$ cat src/rtl/vau_pkg.sv
// Shared types and constants for the vector-ALU operation sequencer.
package vau_pkg;

  localparam int unsigned VAU_LANES  = 4;
  localparam int unsigned VAU_LANE_W = 32;
  localparam int unsigned VAU_DATA_W = VAU_LANES * VAU_LANE_W;
  localparam int unsigned VAU_OP_W   = 4;

  localparam logic [VAU_OP_W-1:0] VAU_OP_ADD = 4'h0;
  localparam logic [VAU_OP_W-1:0] VAU_OP_SUB = 4'h1;
  localparam logic [VAU_OP_W-1:0] VAU_OP_MUL = 4'h2;
  localparam logic [VAU_OP_W-1:0] VAU_OP_DIV = 4'h3;

  // One flag bit per lane.
  typedef logic [VAU_LANES-1:0] vau_flags_t;

  typedef enum logic [2:0] {
    VAU_IDLE   = 3'd0,
    VAU_LOAD_A = 3'd1,
    VAU_LOAD_B = 3'd2,
    VAU_EXEC   = 3'd3,
    VAU_WAIT   = 3'd4,
    VAU_DONE   = 3'd5
  } vau_seq_state_t;

endpackage

$ cat src/rtl/vau_seq_lat_timer.sv
// Latency down-counter: loads LATENCY-1, counts down while enabled, flags zero.
module vau_seq_lat_timer #(
  parameter int unsigned LATENCY = 3
) (
  input  logic clk,
  input  logic i_rst,
  input  logic load,
  input  logic en,
  output logic done_c
);

  localparam int unsigned CNT_W = (LATENCY > 1) ? $clog2(LATENCY) : 1;

  logic [CNT_W-1:0] cnt_q;

  // Counter register; saturates at zero.
  always_ff @(posedge clk or posedge i_rst) begin
    if (i_rst) begin
      cnt_q <= '0;
    end else if (load) begin
      cnt_q <= CNT_W'(LATENCY - 1);
    end else if (en && (cnt_q != '0)) begin
      cnt_q <= cnt_q - CNT_W'(1);
    end
  end

  assign done_c = (cnt_q == '0);

endmodule

$ cat src/rtl/vau_op_sequencer.sv
// Sequences one command through the 4-lane FP32 vector ALU: load A, load B,
// issue, wait fixed latency, return result and per-lane flags.
// Optional sticky flag accumulator: define VAU_SEQ_STICKY_FLAGS_EN.
module vau_op_sequencer
  import vau_pkg::*;
#(
  parameter int unsigned LANES       = VAU_LANES,
  parameter int unsigned LANE_W      = VAU_LANE_W,
  parameter int unsigned ALU_LATENCY = 3,
  parameter int unsigned NUM_OPS     = 8
) (
  input  logic                      clk,
  input  logic                      i_rst,
  input  logic                      cmd_valid,
  output logic                      cmd_ready,
  input  logic [3:0]                cmd_op,
  input  logic [LANES*LANE_W-1:0]   cmd_a,
  input  logic [LANES*LANE_W-1:0]   cmd_b,
  output logic                      alu_ce,
  output logic                      alu_operand_sel,
  output logic [3:0]                alu_op,
  output logic [LANES*LANE_W-1:0]   alu_operand,
  input  logic [LANES*LANE_W-1:0]   alu_result,
  input  logic [LANES-1:0]          alu_exception,
  input  logic [LANES-1:0]          alu_overflow,
  input  logic [LANES-1:0]          alu_underflow,
  output logic                      rsp_valid,
  input  logic                      rsp_ready,
  output logic [LANES*LANE_W-1:0]   rsp_data,
  output logic [LANES-1:0]          rsp_exc,
  output logic [LANES-1:0]          rsp_ovf,
  output logic [LANES-1:0]          rsp_unf,
  output logic                      rsp_err,
  output logic                      busy
`ifdef VAU_SEQ_STICKY_FLAGS_EN
  ,
  output logic [3*LANES-1:0]        sticky_flags,
  input  logic                      sticky_clr
`endif
);

  localparam int unsigned DATA_W = LANES * LANE_W;

  vau_seq_state_t state_q, state_d;

  logic [3:0]        op_q;
  logic [DATA_W-1:0] a_q, b_q;

  logic              accept_c;
  logic              op_legal_c;
  logic              cap_alu_c;
  logic              cap_err_c;
  logic              timer_done_c;

  logic              cmd_ready_d, alu_ce_d, alu_sel_d, rsp_valid_d, busy_d;
  logic [3:0]        alu_op_d;
  logic [DATA_W-1:0] alu_operand_d;

  assign op_legal_c = (32'(cmd_op) < NUM_OPS);

  // Latency counter, loaded on issue and run during WAIT.
  vau_seq_lat_timer #(
    .LATENCY (ALU_LATENCY)
  ) u_lat_timer (
    .clk    (clk),
    .i_rst  (i_rst),
    .load   (state_q == VAU_EXEC),
    .en     (state_q == VAU_WAIT),
    .done_c (timer_done_c)
  );

  // Next-state logic and next values of the registered outputs.
  always_comb begin
    state_d       = state_q;
    accept_c      = 1'b0;
    cap_alu_c     = 1'b0;
    cap_err_c     = 1'b0;
    cmd_ready_d   = 1'b0;
    alu_ce_d      = 1'b0;
    alu_sel_d     = 1'b0;
    alu_op_d      = '0;
    alu_operand_d = '0;
    rsp_valid_d   = 1'b0;
    busy_d        = 1'b0;

    case (state_q)
      VAU_IDLE: begin
        if (cmd_valid && cmd_ready) begin
          accept_c = 1'b1;
          if (op_legal_c) begin
            state_d = VAU_LOAD_A;
          end else begin
            state_d   = VAU_DONE;
            cap_err_c = 1'b1;
          end
        end
      end
      VAU_LOAD_A: state_d = VAU_LOAD_B;
      VAU_LOAD_B: state_d = VAU_EXEC;
      VAU_EXEC:   state_d = VAU_WAIT;
      VAU_WAIT: begin
        if (timer_done_c) begin
          state_d   = VAU_DONE;
          cap_alu_c = 1'b1;
        end
      end
      VAU_DONE: begin
        if (rsp_ready) state_d = VAU_IDLE;
      end
      default: state_d = VAU_IDLE;
    endcase

    busy_d = (state_d != VAU_IDLE);
    case (state_d)
      VAU_IDLE: cmd_ready_d = 1'b1;
      VAU_LOAD_A: begin
        alu_ce_d      = 1'b1;
        alu_operand_d = accept_c ? cmd_a : a_q;
      end
      VAU_LOAD_B: begin
        alu_ce_d      = 1'b1;
        alu_sel_d     = 1'b1;
        alu_operand_d = b_q;
      end
      VAU_EXEC, VAU_WAIT: begin
        alu_ce_d = 1'b1;
        alu_op_d = op_q;
      end
      VAU_DONE: rsp_valid_d = 1'b1;
      default: ;
    endcase
  end

  // State and control output registers.
  always_ff @(posedge clk or posedge i_rst) begin
    if (i_rst) begin
      state_q         <= VAU_IDLE;
      cmd_ready       <= 1'b0;
      alu_ce          <= 1'b0;
      alu_operand_sel <= 1'b0;
      alu_op          <= '0;
      alu_operand     <= '0;
      rsp_valid       <= 1'b0;
      busy            <= 1'b0;
    end else begin
      state_q         <= state_d;
      cmd_ready       <= cmd_ready_d;
      alu_ce          <= alu_ce_d;
      alu_operand_sel <= alu_sel_d;
      alu_op          <= alu_op_d;
      alu_operand     <= alu_operand_d;
      rsp_valid       <= rsp_valid_d;
      busy            <= busy_d;
    end
  end

  // Command latch, loaded on accept.
  always_ff @(posedge clk or posedge i_rst) begin
    if (i_rst) begin
      op_q <= '0;
      a_q  <= '0;
      b_q  <= '0;
    end else if (accept_c) begin
      op_q <= cmd_op;
      a_q  <= cmd_a;
      b_q  <= cmd_b;
    end
  end

  // Response registers: ALU capture or illegal-opcode error; held otherwise.
  always_ff @(posedge clk or posedge i_rst) begin
    if (i_rst) begin
      rsp_data <= '0;
      rsp_exc  <= '0;
      rsp_ovf  <= '0;
      rsp_unf  <= '0;
      rsp_err  <= 1'b0;
    end else if (cap_alu_c) begin
      rsp_data <= alu_result;
      rsp_exc  <= alu_exception;
      rsp_ovf  <= alu_overflow;
      rsp_unf  <= alu_underflow;
      rsp_err  <= 1'b0;
    end else if (cap_err_c) begin
      rsp_data <= '0;
      rsp_exc  <= '0;
      rsp_ovf  <= '0;
      rsp_unf  <= '0;
      rsp_err  <= 1'b1;
    end
  end

`ifdef VAU_SEQ_STICKY_FLAGS_EN
  // Sticky flag accumulator; a clear beats a simultaneous capture.
  always_ff @(posedge clk or posedge i_rst) begin
    if (i_rst) begin
      sticky_flags <= '0;
    end else if (sticky_clr) begin
      sticky_flags <= '0;
    end else if (cap_alu_c) begin
      sticky_flags <= sticky_flags | {alu_underflow, alu_overflow, alu_exception};
    end
  end
`endif

endmodule

$ cat config.mk
export PLATFORM = sky130hd
export DESIGN_NAME = vau_op_sequencer
export DESIGN_NICKNAME = d
export VERILOG_FILES = /design/src/rtl/vau_pkg.sv /design/src/rtl/vau_seq_lat_timer.sv /design/src/rtl/vau_op_sequencer.sv
export SDC_FILE = /design/constraint.sdc
export NUM_CORES = 1
export LEC_CHECK = 0
export BUFFER_PORTS_ARGS = -buffer_cell sky130_fd_sc_hd__buf_2
export CAP_MARGIN = 5
export CORE_AREA = 2 2 264 266
export CTS_CLUSTER_DIAMETER = 30
export CTS_CLUSTER_SIZE = 16
export DETAILED_ROUTE_END_ITERATION = 7
export DIE_AREA = 0 0 266 268
export SYNTH_ARGS = -nofsm -noshare
export SYNTH_HDL_FRONTEND = slang
export SYNTH_SLANG_ARGS = --single-unit
$ cat constraint.sdc
create_clock -name clk -period 15.95 [get_ports clk]
set_clock_uncertainty 0.15 [all_clocks]
set_input_delay 2.3925 -clock clk [delete_from_list [all_inputs] [get_ports clk]]
set_output_delay 2.3925 -clock clk [all_outputs]
set_load 0.1 [all_outputs]
Word-level counts from Yosys, hierarchy flattened:

Index checks and enable logic that the tools add are counted.

* register bits after elaboration: 543
* input bits: 404
* output and inout bits: 278
* word-level logic and storage cells: 69

* $add $sub $neg: 1
* $lt $le $gt $ge: 1
* eq/ne operators: 10
* muxes and demuxes: 29
* reduce and logical (&&, ||, !) cells: 11

Operator list (number)
* $mux 128: 3
* $pmux 128 s2: 1
* $mux 4: 5
* $pmux 3 s6: 1
* $mux 1: 13
* $eq 3x2->1 const B: 4
* $eq 3x3->1 const B: 4
* $mux 3: 4
* $eq 3x1->1 const B: 2
* $logic_not 3->1: 2
* $reduce_bool 2->1: 3
* $lt 4x4->1 const B: 1
* $mux 2: 2
* $reduce_or 4->1: 1
* $reduce_bool 3->1: 1
* $logic_and 1x1->1: 2
* $logic_not 2->1: 1
* $reduce_or 2->1: 1
* $sub 2x1->2 const B: 1

Longest topological paths before layout:

Gate-level depths: netlist of the first run.

* depth in word-level cells: 7
* depth in mapped cells: 8

Cells and area by module:

Synthesis of the first run repeated with hierarchy kept, for this count alone.

* cells, all modules: 1208
* area, all modules: 19712.7 µm²

By module, submodules not included
* vau_op_sequencer: instances 1, cells an instance 1195, area an instance 19585.0 µm²
* vau_seq_lat_timer: instances 1, cells an instance 13, area an instance 127.6 µm²

Least setup slack after synthesis of the first run:

Ideal clock, no wire load.

* kind: input to register
* from: in cmd_valid
* to: reg b_q[95]
* data arrival time: 3.292 ns
* data required time: 15.673 ns
* setup slack: 12.381 ns
* cell stages on the path: 5
* path buffers: 3
* cell sequence: and3_1 buf_4 buf_6 buf_4 mux2_1

* longest elaborated chain between the ends: 3

Ends and longest elaborated chain
* start: declaration: RTL line vau_op_sequencer.sv:14 `input logic cmd_valid,`
* $logic_and 1x1->1: RTL line vau_op_sequencer.sv:88 `if (cmd_valid && cmd_ready) begin`
* $mux 1: RTL line vau_op_sequencer.sv:88
* $mux 1: RTL line vau_op_sequencer.sv:86 `case (state_q)`
* end signal: assignment: RTL line vau_op_sequencer.sv:166 `b_q <= cmd_b;`
* end: declaration: RTL line vau_op_sequencer.sv:47 `logic [DATA_W-1:0] a_q, b_q;`

No other way between the ends.
A chain may end at the register's enable or synchronous reset.

Worst setup path after layout of the first run:

* from: in cmd_valid
* to: reg b_q[15]

Same word-level chain as after synthesis.

==> results.sh, run 1 <==
export IMPL_synth_compound_area_share_pct=17.3
export IMPL_die_h_um=268
export IMPL_synth_xor_area_share_pct=0.0571
export IMPL_gp_congestion=0.805
export IMPL_synth_top_family_by_area="compound AO/OA/AOI/OAI gates"
export IMPL_critPathKind="in -> reg"
export IMPL_die_w_um=266
export IMPL_ys_seq_area_share_pct=67.7
export IMPL_overflow=0
export IMPL_first_global_vias=12400
export IMPL_fmax_mhz=179
export IMPL_synth_adder_area_share_pct=0.0816
export IMPL_outcome="finished, final reports clean"
export IMPL_final_net_count=2073
export IMPL_rows=96
export IMPL_fp_coreArea_mm2=0.0682
export IMPL_path_cells="buf_2, and3_4, buf_4, buf_4, buf_4, mux2_1"
export IMPL_multiInputGateArea_mm2=0.00434
export IMPL_yosysWarnings=0
export IMPL_register_area_mm2=0.0104
export IMPL_vias_per_cell=4.42
export IMPL_period_minus_slack_ps=5600
export IMPL_clk_latency_ps=620
export IMPL_drtPass1Iterations=4
export IMPL_final_cell_mix="buf_2 (681), dfrtp_1 (415), a22o_1 (140)"
export IMPL_cts_hold_buf=0
export IMPL_final_common_cell="buf_2"
export IMPL_drc=0
export IMPL_muxShareOfSynthArea_pct=9.62
export IMPL_cts_tree="built"
export IMPL_post_cts_buffers=0
export IMPL_drive_gt1_share_pct=50.3
export IMPL_cts_max_level=3
export IMPL_setup_viol_count_final=0
export IMPL_ys_types=39
export IMPL_cp_max_fo=73
export IMPL_critPathLaunchType="primary input"
export IMPL_end_kind="register"
export IMPL_routed_wl_mm=48.4
export IMPL_hpwlAfterDp_mm=33.8
export IMPL_netlist_area_mm2=0.0153
export IMPL_crit_buf_inv=4
export IMPL_fin_crit_sh_pct=35.1
export IMPL_fin_setup_tns_ps=0
export IMPL_finalHoldViolCount=0
export IMPL_worstMarginPinSlew_ps=994
export IMPL_port_buffers=681
export IMPL_cts_root_buf="clkbuf_16"
export IMPL_grt_use_total_pct=12.8
export IMPL_cpPeakStageDelay_ps=770
export IMPL_critPathTopFamily="buffers and inverters"
export IMPL_cp_arrival_ps=5950
export IMPL_crit_slowest_cell="and3_4"
export IMPL_clkTransAtPathRegs_ps=50
export IMPL_required_ps=16290
export IMPL_grt_pass1_wl_mm=71.3
export IMPL_grt_max_degree=99
export IMPL_clock_path_buffers=3
export IMPL_syn_inst=963
export IMPL_area_delta_synth_final_pct=49.4
export IMPL_cts_made_buffers=99
export IMPL_grt_setup_unrepaired="false"
export IMPL_dieArea_mm2=0.0713
export IMPL_ant_nets=0
export IMPL_hp_class="reg -> reg"
export IMPL_avgSynthCellArea_um2=15.9
export IMPL_antenna_found_initial=4
export IMPL_vias=11700
export IMPL_slew_viol_final=0
export IMPL_initial_utilization_pct=22.5
export IMPL_ios=682
export IMPL_first_iter_violations=555
export IMPL_synthSimpleGateAreaFrac_pct=1.06
export IMPL_synth_seq_cells=415
export IMPL_clkSinkCount=415
export IMPL_cts_resized=0
export IMPL_drv_cap=0
export IMPL_synth_nets=1368
export IMPL_wl_per_cell_um=18.3
export IMPL_path_common_cell="buf_4"
export IMPL_slew_headroom_pct=33.7
export IMPL_fill_cells=6752
final timing paths:
check                                           from                   endpoint  slack, ps  cells after the start
worst min register to register   b_q[78]$_DFFE_PP0P_  alu_operand[78]$_DFF_PP0_        310                      1
max in group asynchronous                      i_rst  alu_operand[95]$_DFF_PP0_      11020                      5
worst max register to register  state_q[2]$_DFF_PP0_        b_q[15]$_DFFE_PP0P_      11360                      6
min in group asynchronous                      i_rst        b_q[22]$_DFFE_PP0P_       1740                      2
worst min-delay path             b_q[78]$_DFFE_PP0P_  alu_operand[78]$_DFF_PP0_        310                      1
worst max-delay path                       cmd_valid        b_q[15]$_DFFE_PP0P_      10350                      6
cells by family (layout without fill, tap and decap cells):
group / after synthesis / count (layout)
flops: 415 / 415
compound gates: 287 / 287
mux: 131 / 131
buf+inv: 99 / 888
simple gates: 29 / 29
fa+ha+maj: 1 / 1
xor+xnor: 1 / 1
other cells: 0 / 3
sequential cells by signal, indices dropped and copies added (netlist names):
| name | flops |
|---|---|
| alu_op | 4 |
| rsp_data | 128 |
| cmd_ready | 1 |
| op_q | 4 |
| b_q | 128 |
| rsp_err | 1 |
| u_lat_timer.cnt_q | 2 |
| busy | 1 |
| alu_ce | 1 |
| rsp_exc | 4 |
| rsp_ovf | 4 |
| alu_operand_sel | 1 |
| rsp_valid | 1 |
| rsp_unf | 4 |
| alu_operand | 128 |
| state_q | 3 |
per-stage QoR:
stage	cell area, um2	hold WS [ps]	util, %	setup slack, ps	instances
4_1_cts	22900	322	33.6	10380	2634
5_1_grt	22900	345	33.6	10110	2635
3_5_place_dp	19400	324	28.4	9680	2449
6_report	22900	315	33.6	10350	2637
2_1_floorplan	15300	296	-	1860	963
3_3_place_gp	19400	311	28.4	9790	2449
layer usage:
layer  part of all wire (%)  track usage [%]
met5                  0.027                0
met1                     37             13.8
met2                     49             21.7
met3                    9.6             5.45
met4                    3.8             6.42
cell type report:
| type | instances | area share [%] |
|---|---|---|
| multi-input cells | 449 | 18.9 |
| clock inverters | 68 | 3.86 |
| diodes | 3 | 0.0328 |
| repair buffers | 697 | 15.4 |
| inverters | 6 | 0.131 |
| flip-flops and latches | 415 | 45.3 |
| clock buffers | 117 | 11.5 |
| well taps | 882 | 4.82 |
worst reg2reg max path, stage by stage, from the launching register on:
cell	delay, ps
dfrtp_1	540
nor3_2	310
and3_4	810
buf_4	720
buf_4	790
buf_4	760
mux2_1	410
cell usage after synthesis:
cell type	number	share of area (%)
o2bb2ai_1	1	0.057
inv_2	1	0.024
or2_1	1	0.041
a21o_1	1	0.049
a21oi_2	1	0.057
nand4_1	1	0.041
and3_1	1	0.041
a31o_1	1	0.057
a32oi_1	1	0.057
ha_1	1	0.082
nor3_2	1	0.065
nor3b_2	1	0.082
nor3_1	2	0.065
a32o_1	128	8.4
buf_6	10	0.73
nor2_1	4	0.098
a21oi_1	7	0.23
a311oi_1	1	0.057
and2b_4	1	0.065
inv_1	5	0.12
buf_2	41	1.3
a22o_1	140	8.0
buf_1	4	0.098
o21ai_0	1	0.033
a211oi_4	1	0.13
buf_4	6	0.29
clkbuf_1	22	0.54
xnor2_1	1	0.057
o22ai_2	1	0.082
buf_8	10	0.98
nand2_1	9	0.22
mux2_1	131	9.6
and2_1	4	0.16
a211o_1	1	0.057
o21ai_1	1	0.033
o221ai_1	1	0.057
dfrtp_1	415	68
nand3_1	2	0.065
and3b_1	2	0.11
Power of run 1 is left out: the tool's default activity adds up to more than one toggle a clock period on the data nets, which glitch-free logic cannot reach.
==> run 2: changes to the inputs <==
- ABC_AREA: unset -> 1
- CORE_AREA: 2 2 264 266 -> 2 2 267 269
- DIE_AREA: 0 0 266 268 -> 0 0 269 271
- clock period: 15.95 -> 5.7 ns (I/O delays scaled with it)
==> run 2 against run 1 <==
Largest cell class unchanged. First-iteration DRC count grew 87%. Die area is 2.3% higher. Cell count grew 54%. Count of clock-buffer cells in the layout increased by 36.
==> results.sh, run 2 <==
export IMPL_outcome="finished, final reports clean"
export IMPL_period_minus_slack_ps=2910
export IMPL_clk_latency_ps=650
export IMPL_first_global_vias=17700
export IMPL_hpwlAfterDp_mm=45.1
export IMPL_die_h_um=271
export IMPL_end_kind="register"
export IMPL_dpl_instance_area_mm2=0.0251
export IMPL_postSynth_asyncResetShare_pct=100
export IMPL_synth_top_area_share_pct=65.3
export IMPL_cp_max_fo=91
export IMPL_grt_setup_unrepaired="false"
export IMPL_grt_pass1_wl_mm=102
export IMPL_netlist_area_mm2=0.0208
export IMPL_clock_path_buffers=3
export IMPL_finalHoldViolCount=0
export IMPL_yosysTopAreaCell="dfrtp_1"
export IMPL_synth_top_cells_by_count="nand2_1 (1309), dfrtp_1 (543), nand3_1 (287)"
export IMPL_final_common_cell="nand2_1"
export IMPL_fmax_mhz=344
export IMPL_register_area_mm2=0.0136
export IMPL_cts_tree="built"
export IMPL_port_buffers=681
export IMPL_timing_hold_ws_ps=253
export IMPL_drv_cap=0
export IMPL_dieArea_mm2=0.0729
export IMPL_slew_headroom_pct=31.9
export IMPL_cts_resized=0
export IMPL_cts_made_buffers=115
export IMPL_setup_viol_count_final=0
export IMPL_ys_types=19
export IMPL_critPathLaunchType="register"
export IMPL_cpPeakStageDelay_ps=740
export IMPL_rows=97
export IMPL_drc=0
export IMPL_post_cts_buffers=0
export IMPL_vias=17800
export IMPL_area_delta_synth_final_pct=39.8
export IMPL_ys_seq_area_share_pct=65.3
export IMPL_overflow=0
export IMPL_required_ps=6100
export IMPL_vias_per_cell=4.39
export IMPL_fp_coreArea_mm2=0.0698
export IMPL_antenna_found_initial=23
export IMPL_final_net_count=3419
export IMPL_cp_arrival_ps=3310
export IMPL_clkSinkCount=543
export IMPL_crit_slowest_cell="buf_4"
export IMPL_path_cells="inv_1, ha_4, nand3_4, buf_4, buf_4, nand3_1, nand2_1"
export IMPL_multiInputGateArea_mm2=0.00654
export IMPL_wl_per_cell_um=16.5
export IMPL_slew_viol_final=0
export IMPL_fin_crit_sh_pct=51.0
export IMPL_clkTransAtPathRegs_ps=40
export IMPL_gp_congestion=0.827
export IMPL_syn_inst=2333
export IMPL_first_iter_violations=1039
export IMPL_die_w_um=269
export IMPL_drive_gt1_share_pct=29.6
export IMPL_drtPass1Iterations=5
export IMPL_yosysWarnings=0
export IMPL_critPathKind="reg -> reg"
export IMPL_grt_use_total_pct=18.0
export IMPL_yosys_cell_count_top_type="nand2_1"
export IMPL_ios=682
export IMPL_final_area_mm2=0.0291
export IMPL_worstMarginPinSlew_ps=1020
export IMPL_yosys_most_used_dff="dfrtp_1"
export IMPL_routed_wl_mm=67.2
export IMPL_cts_root_buf="clkbuf_16"
export IMPL_synth_nets=2738
export IMPL_ant_nets=0
export IMPL_path_common_cell="buf_4"
export IMPL_avgSynthCellArea_um2=8.92
export IMPL_synth_edff_count=0
export IMPL_hp_class="in -> reg"
export IMPL_cts_hold_buf=0
export IMPL_cts_max_level=3
export IMPL_initial_utilization_pct=29.8
export IMPL_fill_cells=6950
export IMPL_grt_max_degree=174
export IMPL_synthTopCellsByArea="dfrtp_1 (65%), nand2_1 (24%), nand3_1 (6.9%), clkbuf_1 (1.4%), buf_2 (1.1%)"
export IMPL_crit_buf_inv=3
export IMPL_synth_seq_cells=543
export IMPL_critPathTopFamily="buffers and inverters"
export IMPL_final_cell_mix="nand2_1 (1308), buf_2 (681), dfrtp_1 (543)"
-- run 2: cell types whose count changed after synthesis, sizes merged, moves of 8 or more --
cell and delta:
nand2 +1300, nand3 +287, a22o -140, mux2 -131, a32o -128, dfrtp +128
clkbuf +58, inv +13, nor2 +10, a21oi -8
-- run 2: logic make-up after synthesis --
logic type	share of synthesized area [%]
fa+ha+maj	0.0601
flops	65.3
simple gates	30.9
compound gates	0.234
buf+inv	3.53
-- run 2: final cells by class --
type | instances | share of cell area (%)
multi-input cells | 1623 | 22.5
clock inverters | 62 | 2.49
clock buffers | 153 | 11.1
diodes | 8 | 0.0688
inverters | 20 | 0.314
repair buffers | 711 | 12.8
flip-flops and latches | 543 | 46.7
well taps | 940 | 4.04
-- run 2: routing by layer --
layer	global-route usage, %	wire (um)	vias to the layer above
li1	-	-	8676
met4	7.91	2270	24
met1	21.2	26600	8387
met2	29.7	32600	599
met3	5.87	5470	142
met5	0	151	-
-- run 2: worst register-to-register path: stages, from the launching register on --
cell and delay, ps:
dfrtp_1 330, inv_1 60, ha_4 340, nand3_4 170, buf_4 740, buf_4 760
nand3_1 180, nand2_1 90
-- run 2: final timing paths --
| kind | from | to | slack (ps) | depth (start not counted) |
|---|---|---|---|---|
| max in group asynchronous | i_rst | a_q[75]$_DFF_PP0_ | 3870 | 3 |
| min reg2reg | b_q[88]$_DFFE_PP0P_ | alu_operand[88]$_DFF_PP0_ | 300 | 2 |
| min | cmd_b[99] | b_q[99]$_DFFE_PP0P_ | 250 | 3 |
| max | u_lat_timer.cnt_q[1]$_DFFE_PP0P_ | rsp_data[36]$_DFFE_PP0P_ | 2790 | 7 |
| min in group asynchronous | i_rst | alu_operand[12]$_DFF_PP0_ | 280 | 2 |
| max reg2reg | u_lat_timer.cnt_q[1]$_DFFE_PP0P_ | rsp_data[36]$_DFFE_PP0P_ | 2790 | 7 |
-- run 2: stage by stage --
stage                     util [%]  worst slack [ps]  instances  setup TNS (ps)
after CTS                     41.7              2800       4052               0
after global placement        36.0              2630       3837               0
after detailed placement      36.0              2590       3837               0
after floorplan                  -             -2690       2333        -1461180
final                         41.7              2790       4060               0
after global routing          41.7              2610       4057               0
Power of run 2 is left out for the same reason.
==> run 3: changes to the inputs <==
- clock period: 5.7 -> 3.02 ns (I/O delays scaled with it)
==> run 3 against run 2 <==
Critical endpoint is now alu_operand[45]$_DFF_PP0_. Hold slack got worse by 190 ps. Setup slack got worse by 2000 ps. Non-clock buffer count increased by 417. Flip-flop and latch count unchanged. Utilization increased by 6.4 points. Routed wire length increased by 9.6%.
==> results.sh, run 3 (synthesis results as in run 2) <==
export IMPL_outcome="finished, final reports clean"
export IMPL_hpwlAfterDp_mm=46.7
export IMPL_wl_per_cell_um=16.5
export IMPL_initial_utilization_pct=29.8
export IMPL_path_cells="nor2_1, nand2_1, nand3_1, nand2_1, nor2_4, buf_12, nand2_1, nand2_1"
export IMPL_ir_drop_mv=1.22
export IMPL_cts_tree="built"
export IMPL_p_comb_share_pct=45.1
export IMPL_vias=20000
export IMPL_crit_slowest_cell="dfrtp_1"
export IMPL_gp_congestion=0.811
export IMPL_p_sw_w=0.0229
export IMPL_clkSinkCount=543
export IMPL_p_per_area_mw_per_mm2=1370
export IMPL_die_h_um=271
export IMPL_period_minus_slack_ps=2220
export IMPL_first_global_vias=20900
export IMPL_rows=97
export IMPL_crit_start="state_q[0]$_DFF_PP0_"
export IMPL_clock_path_buffers=3
export IMPL_p_int_w=0.0229
export IMPL_drive_gt1_share_pct=26.8
export IMPL_p_sw_share_pct=49.9
export IMPL_ant_nets=0
export IMPL_final_common_cell="nand2_1"
export IMPL_grt_use_total_pct=19.9
export IMPL_dp_cells=3853
export IMPL_vias_per_cell=4.47
export IMPL_final_core_util_pct=48.1
export IMPL_fp_coreArea_mm2=0.0698
export IMPL_cp_max_fo=78
export IMPL_cts_root_buf="clkbuf_16"
export IMPL_die_w_um=269
export IMPL_fmax_mhz=449
export IMPL_critPathKind="reg -> reg"
export IMPL_overflow=0
export IMPL_r2r_slack_ps=800
export IMPL_grt_pass1_wl_mm=114
export IMPL_pwr_share_seq_pct=25.8
export IMPL_clk_latency_ps=650
export IMPL_ios=682
export IMPL_cts_hold_buf=401
export IMPL_critPathTopFamily="simple AND/OR/NAND/NOR gates"
export IMPL_critPathLaunchType="register"
export IMPL_cts_max_level=3
export IMPL_worst_slack_ps=795
export IMPL_path_common_cell="nand2_1"
export IMPL_cpPeakStageDelay_ps=460
export IMPL_cts_resized=0
export IMPL_hp_class="in -> reg"
export IMPL_antenna_found_initial=7
export IMPL_slew_viol_final=0
export IMPL_final_net_count=3833
export IMPL_drtPass1Iterations=5
export IMPL_area_delta_synth_final_pct=61.3
export IMPL_fin_crit_sh_pct=73.7
export IMPL_drc=0
export IMPL_routed_wl_mm=73.7
export IMPL_pre_cts_ws_ps=795
export IMPL_required_ps=3460
export IMPL_final_cell_mix="nand2_1 (1308), buf_2 (681), dfrtp_1 (543)"
export IMPL_drv_cap=0
export IMPL_clockPowerShare_pct=29.0
export IMPL_slew_headroom_pct=42.4
export IMPL_grt_max_degree=143
export IMPL_crit_buf_inv=1
export IMPL_worstMarginPinSlew_ps=863
export IMPL_final_instance_count_excl_fill=4468
export IMPL_setup_viol_count_final=0
export IMPL_grt_setup_unrepaired="false"
export IMPL_end_kind="register"
export IMPL_min_from="cmd_valid"
export IMPL_clkTransAtPathRegs_ps=50
export IMPL_post_cts_buffers=0
export IMPL_reg2reg_from="state_q[0]$_DFF_PP0_"
export IMPL_dieArea_mm2=0.0729
export IMPL_p_leak_nw=18.6
export IMPL_first_iter_violations=1339
export IMPL_cp_arrival_ps=2660
export IMPL_cts_made_buffers=112
export IMPL_port_buffers=681
export IMPL_finalHoldViolCount=0
run 3: cell type report:
class	count	area [um2]
fill	6311	36200
sequential	543	13600
timing repair buffer	1128	7990
multi-input combinational	1623	6540
clock buffer	132	3020
tap	940	1180
clock inverter	79	1160
inverter	20	91.3
antenna	3	7.51
run 3: power by group through the flow:
stage	Combinational, W	Sequential [W]	Clock [W]
6_report	0.0207	0.0118	0.0133
5_1_grt	0.0218	0.0122	0.0139
4_1_cts	0.0208	0.0118	0.0135
3_5_place_dp	0.0203	0.0119	0
3_3_place_gp	0.0202	0.0119	0
2_1_floorplan	0.00455	0.0234	0
run 3: tightest hold or removal path, delay by kind of cell:
kind / cells / cell delay (ps)
buf+inv: 1 / 70
simple gates: 4 / 280
run 3: worst paths after layout:
kind	to	cells after the start
worst min register to register	alu_operand[78]$_DFF_PP0_	2
worst max-delay path	alu_operand[45]$_DFF_PP0_	8
worst min-delay path	state_q[0]$_DFF_PP0_	5
min in group asynchronous	b_q[11]$_DFFE_PP0P_	4
worst max register to register	alu_operand[45]$_DFF_PP0_	8
max in group asynchronous	alu_operand[34]$_DFF_PP0_	4
run 3: metal layers:
metal	track usage, %	part of all wire, %	vias to the layer above
li1	-	-	9492
met2	33.4	48	814
met5	0	0.092	-
met3	5.36	7.3	190
met1	23.1	39	9475
met4	10.3	5.0	10
run 3: metrics by stage:
stage               setup TNS [ps]  cell area, um2  total power (W)  hold slack, ps
floorplan                 -2698130           20800           0.0279             295
global placement                 0           25400           0.0320             307
detailed placement               0           25400           0.0322             308
CTS                              0           33600           0.0461            4.07
global route                     0           33600           0.0479            50.6
finish                           0           33600           0.0458            65.0
Note: power is estimated with default switching activity, not from simulation.
